<file path="src/rtl/interrupt_controller.sv">
// Interrupt controller: edge-latched request flags (IF), enables (IE), master enable (IME)
// with the one-instruction EI delay, priority encoding, vector generation and HALT wake.
module interrupt_controller #(
    parameter int unsigned NUM_IRQ       = 5,
    parameter logic [15:0] VECTOR_BASE   = 16'h0040,
    parameter int unsigned VECTOR_STRIDE = 8,
    parameter logic [15:0] IF_ADDR       = 16'hFF0F,
    parameter logic [15:0] IE_ADDR       = 16'hFFFF
) (
    input  logic               clk,
    input  logic               rst,
    input  logic [NUM_IRQ-1:0] irq_in,
    input  logic [15:0]        addr,
    input  logic [7:0]         wdata,
    input  logic               we,
    input  logic               re,
    output logic [7:0]         rdata,
    output logic               rdata_en,
    input  logic               ei,
    input  logic               di,
    input  logic               reti,
    input  logic               instr_done,
    output logic               irq_req,
    output logic [2:0]         irq_id,
    output logic [15:0]        irq_vector,
    input  logic               irq_ack,
    output logic               wake
);

    logic [NUM_IRQ-1:0] r_if;
    logic [NUM_IRQ-1:0] r_irq_prev;
    logic [7:0]         r_ie;
    logic               r_ime;
    logic               r_ei_pend;

    logic [NUM_IRQ-1:0] w_if_d;
    logic [7:0]         w_ie_d;
    logic               w_ime_d;
    logic               w_ei_pend_d;
    logic [NUM_IRQ-1:0] w_edge;
    logic [NUM_IRQ-1:0] w_pending;
    logic [2:0]         w_id;
    logic               w_any;
    logic               w_req;
    logic               w_ack_act;
    logic               w_hit_if;
    logic               w_hit_ie;
    logic [7:0]         w_if_rd;
    logic [15:0]        w_vector;

    assign w_edge    = irq_in & ~r_irq_prev;
    assign w_pending = r_if & r_ie[NUM_IRQ-1:0];
    assign w_any     = |w_pending;
    assign w_req     = r_ime & w_any;
    assign w_ack_act = irq_ack & w_req;
    assign w_hit_if  = (addr == IF_ADDR);
    assign w_hit_ie  = (addr == IE_ADDR);
    assign w_vector  = VECTOR_BASE + 16'(VECTOR_STRIDE * 32'(w_id));

    // Lowest set index wins; scanning downward leaves it as the final assignment.
    always_comb begin
        w_id = 3'd0;
        for (int i = NUM_IRQ - 1; i >= 0; i--) begin
            if (w_pending[i]) begin
                w_id = 3'(i);
            end
        end
    end

    // Unimplemented IF bits read as 1.
    always_comb begin
        w_if_rd              = 8'hFF;
        w_if_rd[NUM_IRQ-1:0] = r_if;
    end

    // IF next state: ack clear, then bus write, then edge set (highest priority applied last).
    always_comb begin
        w_if_d = r_if;
        for (int i = 0; i < NUM_IRQ; i++) begin
            if (w_ack_act && (w_id == 3'(i))) begin
                w_if_d[i] = 1'b0;
            end
        end
        if (we && w_hit_if) begin
            w_if_d = wdata[NUM_IRQ-1:0];
        end
        w_if_d = w_if_d | w_edge;
    end

    always_comb begin
        w_ie_d = r_ie;
        if (we && w_hit_ie) begin
            w_ie_d = wdata;
        end
    end

    // IME: later assignments take precedence, so di is applied last.
    always_comb begin
        w_ime_d     = r_ime;
        w_ei_pend_d = r_ei_pend;
        if (r_ei_pend && instr_done) begin
            w_ime_d     = 1'b1;
            w_ei_pend_d = 1'b0;
        end
        if (ei && !r_ime) begin
            w_ei_pend_d = 1'b1;
        end
        if (reti) begin
            w_ime_d = 1'b1;
        end
        if (w_ack_act) begin
            w_ime_d     = 1'b0;
            w_ei_pend_d = 1'b0;
        end
        if (di) begin
            w_ime_d     = 1'b0;
            w_ei_pend_d = 1'b0;
        end
    end

    always_ff @(posedge clk) begin
        if (rst) begin
            r_if       <= '0;
            r_ie       <= 8'h00;
            r_ime      <= 1'b0;
            r_ei_pend  <= 1'b0;
            r_irq_prev <= irq_in;
        end else begin
            r_if       <= w_if_d;
            r_ie       <= w_ie_d;
            r_ime      <= w_ime_d;
            r_ei_pend  <= w_ei_pend_d;
            r_irq_prev <= irq_in;
        end
    end

    always_comb begin
        rdata_en   = 1'b0;
        rdata      = 8'h00;
        irq_req    = 1'b0;
        irq_id     = 3'd0;
        irq_vector = 16'h0000;
        wake       = 1'b0;
        if (!rst) begin
            rdata_en   = re & (w_hit_if | w_hit_ie);
            irq_req    = w_req;
            irq_id     = w_id;
            irq_vector = w_vector;
            wake       = w_any;
            if (rdata_en) begin
                rdata = w_hit_if ? w_if_rd : r_ie;
            end
        end
    end

endmodule
</file>
<file path="config.mk">
export PLATFORM = sky130hd
export DESIGN_NAME = interrupt_controller
export DESIGN_NICKNAME = d
export VERILOG_FILES = /design/src/rtl/interrupt_controller.sv
export SDC_FILE = /design/constraint.sdc
export NUM_CORES = 1
export LEC_CHECK = 0
export CAP_MARGIN = 20
export CORE_MARGIN = 2
export CORE_UTILIZATION = 37
export CTS_CLUSTER_SIZE = 14
export DETAILED_ROUTE_END_ITERATION = 6
export PLACE_DENSITY = 0.81
export RECOVER_POWER = 100
export SETUP_SLACK_MARGIN = 0.3
export SLEW_MARGIN = 30
export SYNTH_ARGS = -nofsm -noshare
export SYNTH_HDL_FRONTEND = slang
export SYNTH_SLANG_ARGS = --single-unit
</file>
<file path="constraint.sdc">
create_clock -name clk -period 2.64 [get_ports clk]
set_input_delay 0.396 -clock clk [delete_from_list [all_inputs] [get_ports clk]]
set_output_delay 0.396 -clock clk [all_outputs]
set_load 0.05 [all_outputs]
</file>
# Word-level counts from Yosys, hierarchy flattened
# Cells that the tools add are included.
# word_totals
reg_bits	20
inputBits	38
output_inout_bits	30
wordCells	58
# op_classes
addsub	1
eq_ne	6
mux	23
bitwise_logic	8
n_reduce_logical	15
# op_table
cell	n
$eq A16 B16 Y1 const B	2
$mux W8	4
$mux W3	6
$mux W1	12
$and A5 B5 Y5	2
$logic_and A1 B1 Y1	9
$add A7 B6 Y8 const A	1
$eq A3 B2 Y1 const B	2
$mux W5	1
$not A5 Y5	1
$or A5 B5 Y5	1
$reduce_or A5 Y1	1
$reduce_bool A2 Y1	2
$and A1 B1 Y1	3
$eq A3 B1 Y1 const B	1
$eq A3 B3 Y1 const B	1
$logic_not A3 Y1	1
$reduce_or A3 Y1	1
$logic_not A1 Y1	1
$or A1 B1 Y1	1

# Longest topological paths before layout
# Gate-level depths: netlist of the first run.
# logic_depth
ltp_word	11
mapped_depth	5
ltp_nobuf	4

# Least setup slack after synthesis of the first run
# No wires, ideal clock.
# synth_timing
path_kind	input port to output port
start	input port addr[4]
end	output port rdata[0]
t_arrival_ns	2.350
t_required_ns	2.244
path_slack_ns	-0.106
path_stages	5
path_buffers	1
cell_sequence	or4_1 > buf_2 > nor4_4 > mux2i_1 > nor2_1
# synth_via
elab_chain_len	5
elab_cells_between_ends	7
classes_between	2 x eq/ne; 3 x mux; 2 x bitwise
# synth_lines
element	line_no	text
from (decl)	13	input logic [15:0] addr,
$eq A16 B16 Y1, on equally long branches	56, 57	
$or A1 B1 Y1	145	rdata_en = re & (w_hit_if | w_hit_ie);
$and A1 B1 Y1	145	
$mux W8 (*)	150	if (rdata_en) begin
$mux W8 (*)	144	if (!rst) begin
to (decl)	17	output logic [7:0] rdata,
# Every way passes the cells marked *; elsewhere a longest branch is shown, timed or not.

# Worst setup path after layout of the first run
# layout_timing
start	input port addr[6]
end	output port rdata[0]
# Same word-level chain as after synthesis.

==> results.cfg, run 1 <==
[routing]
firstDrtPassIters = 4
drt_iter0_markers = 41
vias = 1304
drc = 0
routedWlPerCell_um = 13.7
routed_wl_um = 3390
drtAntennaViolNets = 0
via_per_inst = 5.26

[hold_path]
worstHoldStart = r_ei_pend
min_path_type = reg2reg
hold_path_end = r_ei_pend
hold_path_depth = 2

[sta]
rsz0062_at_grt = false
drv_slew = 0
clock_skew_ns = 0.00477
fmax_mhz = 422
post-route-period-util = 0.897
fin_crit_ns = 2.37
setup_viol = 0
hold_violations = 0
relSlewSlack = 0.540
worst_pin_slew_ns = 0.689
timing.final.ws_setup_ns = 0.272
fin_setup_tns_ns = 0

[pwr]
power_switching_mw = 0.177
vdd_drop_max_mv = 0.241
power_leakage_nw = 0.765
p_sw_frac = 0.280
p_clk_frac = 0.281
seqPwrFrac = 0.508
internal_power_mw = 0.455
comb_power_share = 0.212
power_density_nw_per_um2 = 318

[synthesis]
synthCells = 146
ys_warn_count = 0
ys_ff_latch = 20
synthTopCellsByArea = dfxtp_1 34%, buf_4 9.7%, nand3_1 6.9%
yosys.area.top_type = dfxtp_1
synth_cell_types = 32
synth_edf_count = 0
dominantRegCellSynth = dfxtp_1
synthArstFlopShare = 0
syn_area_um2 = 1170
yosysSeqAreaShare = 0.343
synth_area_per_cell_um2 = 7.99
synth_top_area_frac = 0.343

[place]
pre_cts_slack_ns = -0.0878
place_hpwl_um = 2650
port_buffers = 55
gp_routability_congestion = 0.892
dp_cells = 243

[clock_tree]
cts_buffer_depth = 2
root_buffer = clkbuf_4
holdBufCountCts = 0
cts_buffers = 3
cts_sinks = 20
cts.clk_slew.worst_paths_ns = 0.11
cts_tree = built
cts_max_level = 1
clk_latency_ns = 0.30

[worst_setup_path]
reg2reg_depth = 4
path_buf_inv = 4
crit_family = buffers and inverters
rrSetupSlack_ns = 1.33
max_stage_delay_ns = 0.31
worst-endpoint-required_ns = 2.24
crit_chain = clkdlybuf4s15_1, buf_4, nor4_4, o211a_1, nand4_1, clkbuf_2, nor2_1, buf_12
regToRegStartpoint = r_ie[1]
r2r-end = r_ei_pend
crit_path_top_delay_cell = nor2_1
crit_path_end_kind = output port
cp-startpoint = addr[6]
cp-start-kind = input pin
timing_worst_setup_path_type = in2out
cp.arrival_ns = 1.97
cp_max_fo = 9

[die]
die_w_um = 60.1
io_pins = 68
rows = 20
die-area_um2 = 3620
initial_core_util = 0.385
core_um2 = 3030
dieHeight_um = 60.1

[finish]
finalNetCount = 243
area_growth_pct = 70.5
drive_above_1_share = 0.211
post-route-util = 0.657
num_antenna_cells = 0
final_cells = 248

[grt]
grt_pass1_vias = 1293
track_usage = 0.196
grt_start_max_net_pins = 18
antenna_found_initial = 0
grt_pass1_wl_um = 5350
grt-ovfl-total = 0

[status]
status = completed

[job]
maxCapViolations = 0
## layer usage
layer	track usage	wire length (µm)
met5	0	0
met4	0.0857	62
met3	0.0390	239
met2	0.352	1780
met1	0.222	1310
## tightest hold or removal path: cells and delay by family (launching register included)
family           cells  cell delay (ns)
AO/OA/AOI/OAI        1             0.05
flip-flops           1             0.33
AND/OR/NAND/NOR      1             0.06
## placed cells by master, fill, tap and decap left out, types with 2 or more instances in the layout
cell type	n
clkbuf_4	3
inv_1	2
dfxtp_1	20
nand2_1	4
buf_12	15
o211ai_1	3
buf_4	9
dlygate4sd3_1	5
nand3_1	16
nor2_4	2
conb_1	12
o21ai_0	10
mux2i_4	2
nand4_1	7
nor4_4	2
clkdlybuf4s50_1	16
buf_6	3
dlymetal6s2s_1	4
mux2i_1	3
dlygate4sd2_1	8
a21oi_1	9
clkbuf_1	2
and4_1	5
a22oi_2	2
nand2b_1	7
a31oi_1	6
nor2_1	10
## Yosys cell counts (2+ instances only)
cell type	count
mux2i_1	5
buf_4	15
nand2b_1	7
nand4_1	7
and2_1	2
o21ai_0	10
a21oi_1	9
and4_1	5
a22oi_1	2
o211ai_1	3
inv_1	3
nor2_1	12
a31oi_1	6
nand2_1	4
clkbuf_1	5
nand3_1	16
dfxtp_1	20
## worst max path at each step
stage | slack, ns | cells past startpoint | endpoint
4_1_cts | 0.30 | 7 | rdata[1]
2_1_floorplan | -0.006 | 4 | rdata[5]
3_3_place_gp | -0.03 | 7 | rdata[2]
3_5_place_dp | -0.09 | 7 | rdata[1]
5_1_grt | 0.20 | 8 | rdata[0]
6_report | 0.27 | 8 | rdata[0]
## through the flow
step / power (mW) / area, µm² / hold slack (ns)
after detailed placement: 0.464 / 1940 / 0.459
after CTS: 0.636 / 2000 / 0.476
after global placement: 0.461 / 1940 / 0.454
final: 0.632 / 1990 / 0.472
after floorplan: 0.404 / 1270 / 0.424
after global routing: 0.656 / 1990 / 0.504
## flip-flops by register name (all words and copies together) (netlist names)
name        count
r_ie            8
r_if            5
r_irq_prev      5
r_ei_pend       1
r_ime           1
## what timing repair did
item | CTS | global route
setup buffers | 1 | 0
endpoints found under the setup margin | 9 | 13
pin swaps | 5 | 2
resized for setup | 33 | 8
## layout make-up
type	instances	area [µm²]
clock buffers	4	36.3
repair buffers	65	759
inverters	3	12.5
flip-flops and latches	20	400
multi-input cells	112	724
well taps	44	55.1
fillers	270	1040
## cells by family after synthesis
family | Yosys count | share of synthesized area
other cells | 1 | 0.00322
mux | 5 | 0.0429
flops | 20 | 0.343
buf+inv | 25 | 0.130
compound gates | 36 | 0.191
simple gates | 59 | 0.290
## power by group through the flow
stage	Combinational, mW	Sequential, mW	Clock [mW]
5_1_grt	0.143	0.322	0.191
2_1_floorplan	0.0804	0.324	0
6_report	0.134	0.321	0.178
3_5_place_dp	0.139	0.326	0
4_1_cts	0.135	0.320	0.181
3_3_place_gp	0.135	0.325	0
(Power assumes the default switching activity.)
==> run 2: changes to the inputs <==
Settings changed: CORE_MARGIN 2 to 1.
==> run 2 against run 1 <==
  * Register-to-register slack lost 0.17 ns
  * Clock-buffer cell count is the same
  * Combinational power is essentially flat
  * First-iteration DRC count shrank 24%
  * Largest cell class unchanged
  * Die area shrank 6.5%
  * Core utilization shrank 0.45 points
  * Worst hold slack gained 0.0048 ns
  * Via count grew 0.23%
  * Final area shrank 0.69%
  * Sequential share of layout area grew 0.14 points
  * Power shrank 0.19%
  * Clock skew shrank 0.0032 ns
==> results.cfg, run 2 (synthesis gave the netlist of run 1 again) <==
[pwr]
vdd_drop_max_mv = 0.203
power_density_nw_per_um2 = 320
power_leakage_nw = 0.770
total_power_mw = 0.631

[clock_tree]
cts_sinks = 20
cts.clk_slew.worst_paths_ns = 0.11
holdBufCountCts = 0
cts_max_level = 1
root_buffer = clkbuf_4
cts_buffers = 3
cts_tree = built
cts_buffer_depth = 2
clk_latency_ns = 0.30

[routing]
vias = 1307
via_per_inst = 5.25
routed_wl_um = 3360
routedWlPerCell_um = 13.5
drt_iter0_markers = 31
drc = 0
firstDrtPassIters = 4
drtAntennaViolNets = 0

[grt]
antenna_found_initial = 0
grt_pass1_vias = 1201
grt_start_max_net_pins = 18
grt_pass1_wl_um = 5240
grt-ovfl-total = 0
track_usage = 0.199

[finish]
most-common-layout-cells = 20 x dfxtp_1, 16 x nand3_1, 16 x clkdlybuf4s50_1
drive_above_1_share = 0.220
largest_register_ffs = 8
mostFrequentLayoutCell = dfxtp_1
finalInstanceArea_um2 = 1970
top_register = r_ie
area_growth_pct = 69.3
finalNetCount = 244
num_antenna_cells = 0
largest_registers = r_ie (8), r_if (5), r_irq_prev (5)

[die]
die_w_um = 58.1
core_um2 = 3030
io_pins = 68
rows = 20
die-area_um2 = 3380
dieHeight_um = 58.1
initial_core_util = 0.385

[sta]
relSlewSlack = 0.593
rsz0062_at_grt = false
clock_skew_ns = 0.00161
worst_pin_slew_ns = 0.612
fmax_mhz = 420
hold_violations = 0
hold_ws_ns = 0.477
drv_slew = 0
post-route-period-util = 0.901
setup_viol = 0
fin_crit_ns = 2.38

[hold_path]
min_path_type = reg2reg

[worst_setup_path]
cp-start-kind = input pin
max_stage_delay_ns = 0.28
crit_family = buffers and inverters
crit_path_top_delay_cell = nor4_2
cp.arrival_ns = 1.98
crit_chain = clkdlybuf4s15_1, buf_4, nor4_2, o211a_1, nand4_1, clkbuf_2, nor2_1, buf_12
cp_max_fo = 9
worst-endpoint-required_ns = 2.24
crit_path_end_kind = output port
timing_worst_setup_path_type = in2out
path_buf_inv = 4

[place]
gp_routability_congestion = 0.836
port_buffers = 55
place_area_um2 = 1940
place_hpwl_um = 2520

[status]
status = completed

[job]
maxCapViolations = 0
run 2: changes by cell type in the layout (fill, tap and decap cells not counted), sizes merged:
cell	change
clkbuf	+1
run 2: worst register-to-register path: stages, from the launching register on:
cell,delay (ns)
dfxtp_1,0.38
a22oi_1,0.48
nand3_1,0.14
a211o_1,0.30
a21oi_1,0.12
run 2: power by group:
group          internal (mW)  switching [mW]
sequential             0.312         0.00826
clock                 0.0841          0.0922
combinational         0.0594          0.0749
run 2: area by class of cell:
cell class / count / area [µm²]
Fill cell: 263 / 1050
Timing Repair Buffer: 66 / 753
Multi-Input combinational cell: 112 / 717
Sequential cell: 20 / 400
Tap cell: 44 / 55.1
Clock buffer: 4 / 36.3
Inverter: 3 / 12.5
run 2: through the flow:
step	setup slack [ns]	util	instances	TNS, ns
after CTS	0.304	0.666	249	0
after floorplan	-0.00599	-	157	-0.0180
after global routing	0.167	0.652	249	0
final	0.262	0.652	249	0
after detailed placement	-0.0598	0.642	244	-0.228
after global placement	-0.0234	0.642	244	-0.0784
run 2: metal layers:
layer,wire length [µm],global-route usage,vias to the layer above
met5,0,0,-
met4,27,0.0510,0
met3,227,0.0246,6
met2,1760,0.374,66
met1,1350,0.236,605
li1,-,-,630
run 2: worst paths after layout:
| path | end | cells after the start | startpoint | slack [ns] |
|---|---|---|---|---|
| hold / removal | r_ei_pend | 2 | r_ei_pend | 0.48 |
| hold reg to reg | r_ei_pend | 2 | r_ei_pend | 0.48 |
| setup reg to reg | r_ei_pend | 4 | r_ie[1] | 1.16 |
| setup / recovery | rdata[0] | 8 | addr[5] | 0.26 |
run 2: timing repair:
| action | CTS | global route |
|---|---|---|
| pin swaps | 6 | 5 |
| setup endpoints to repair | 9 | 13 |
| resized for setup | 35 | 6 |
| buffers inserted | 1 | 0 |
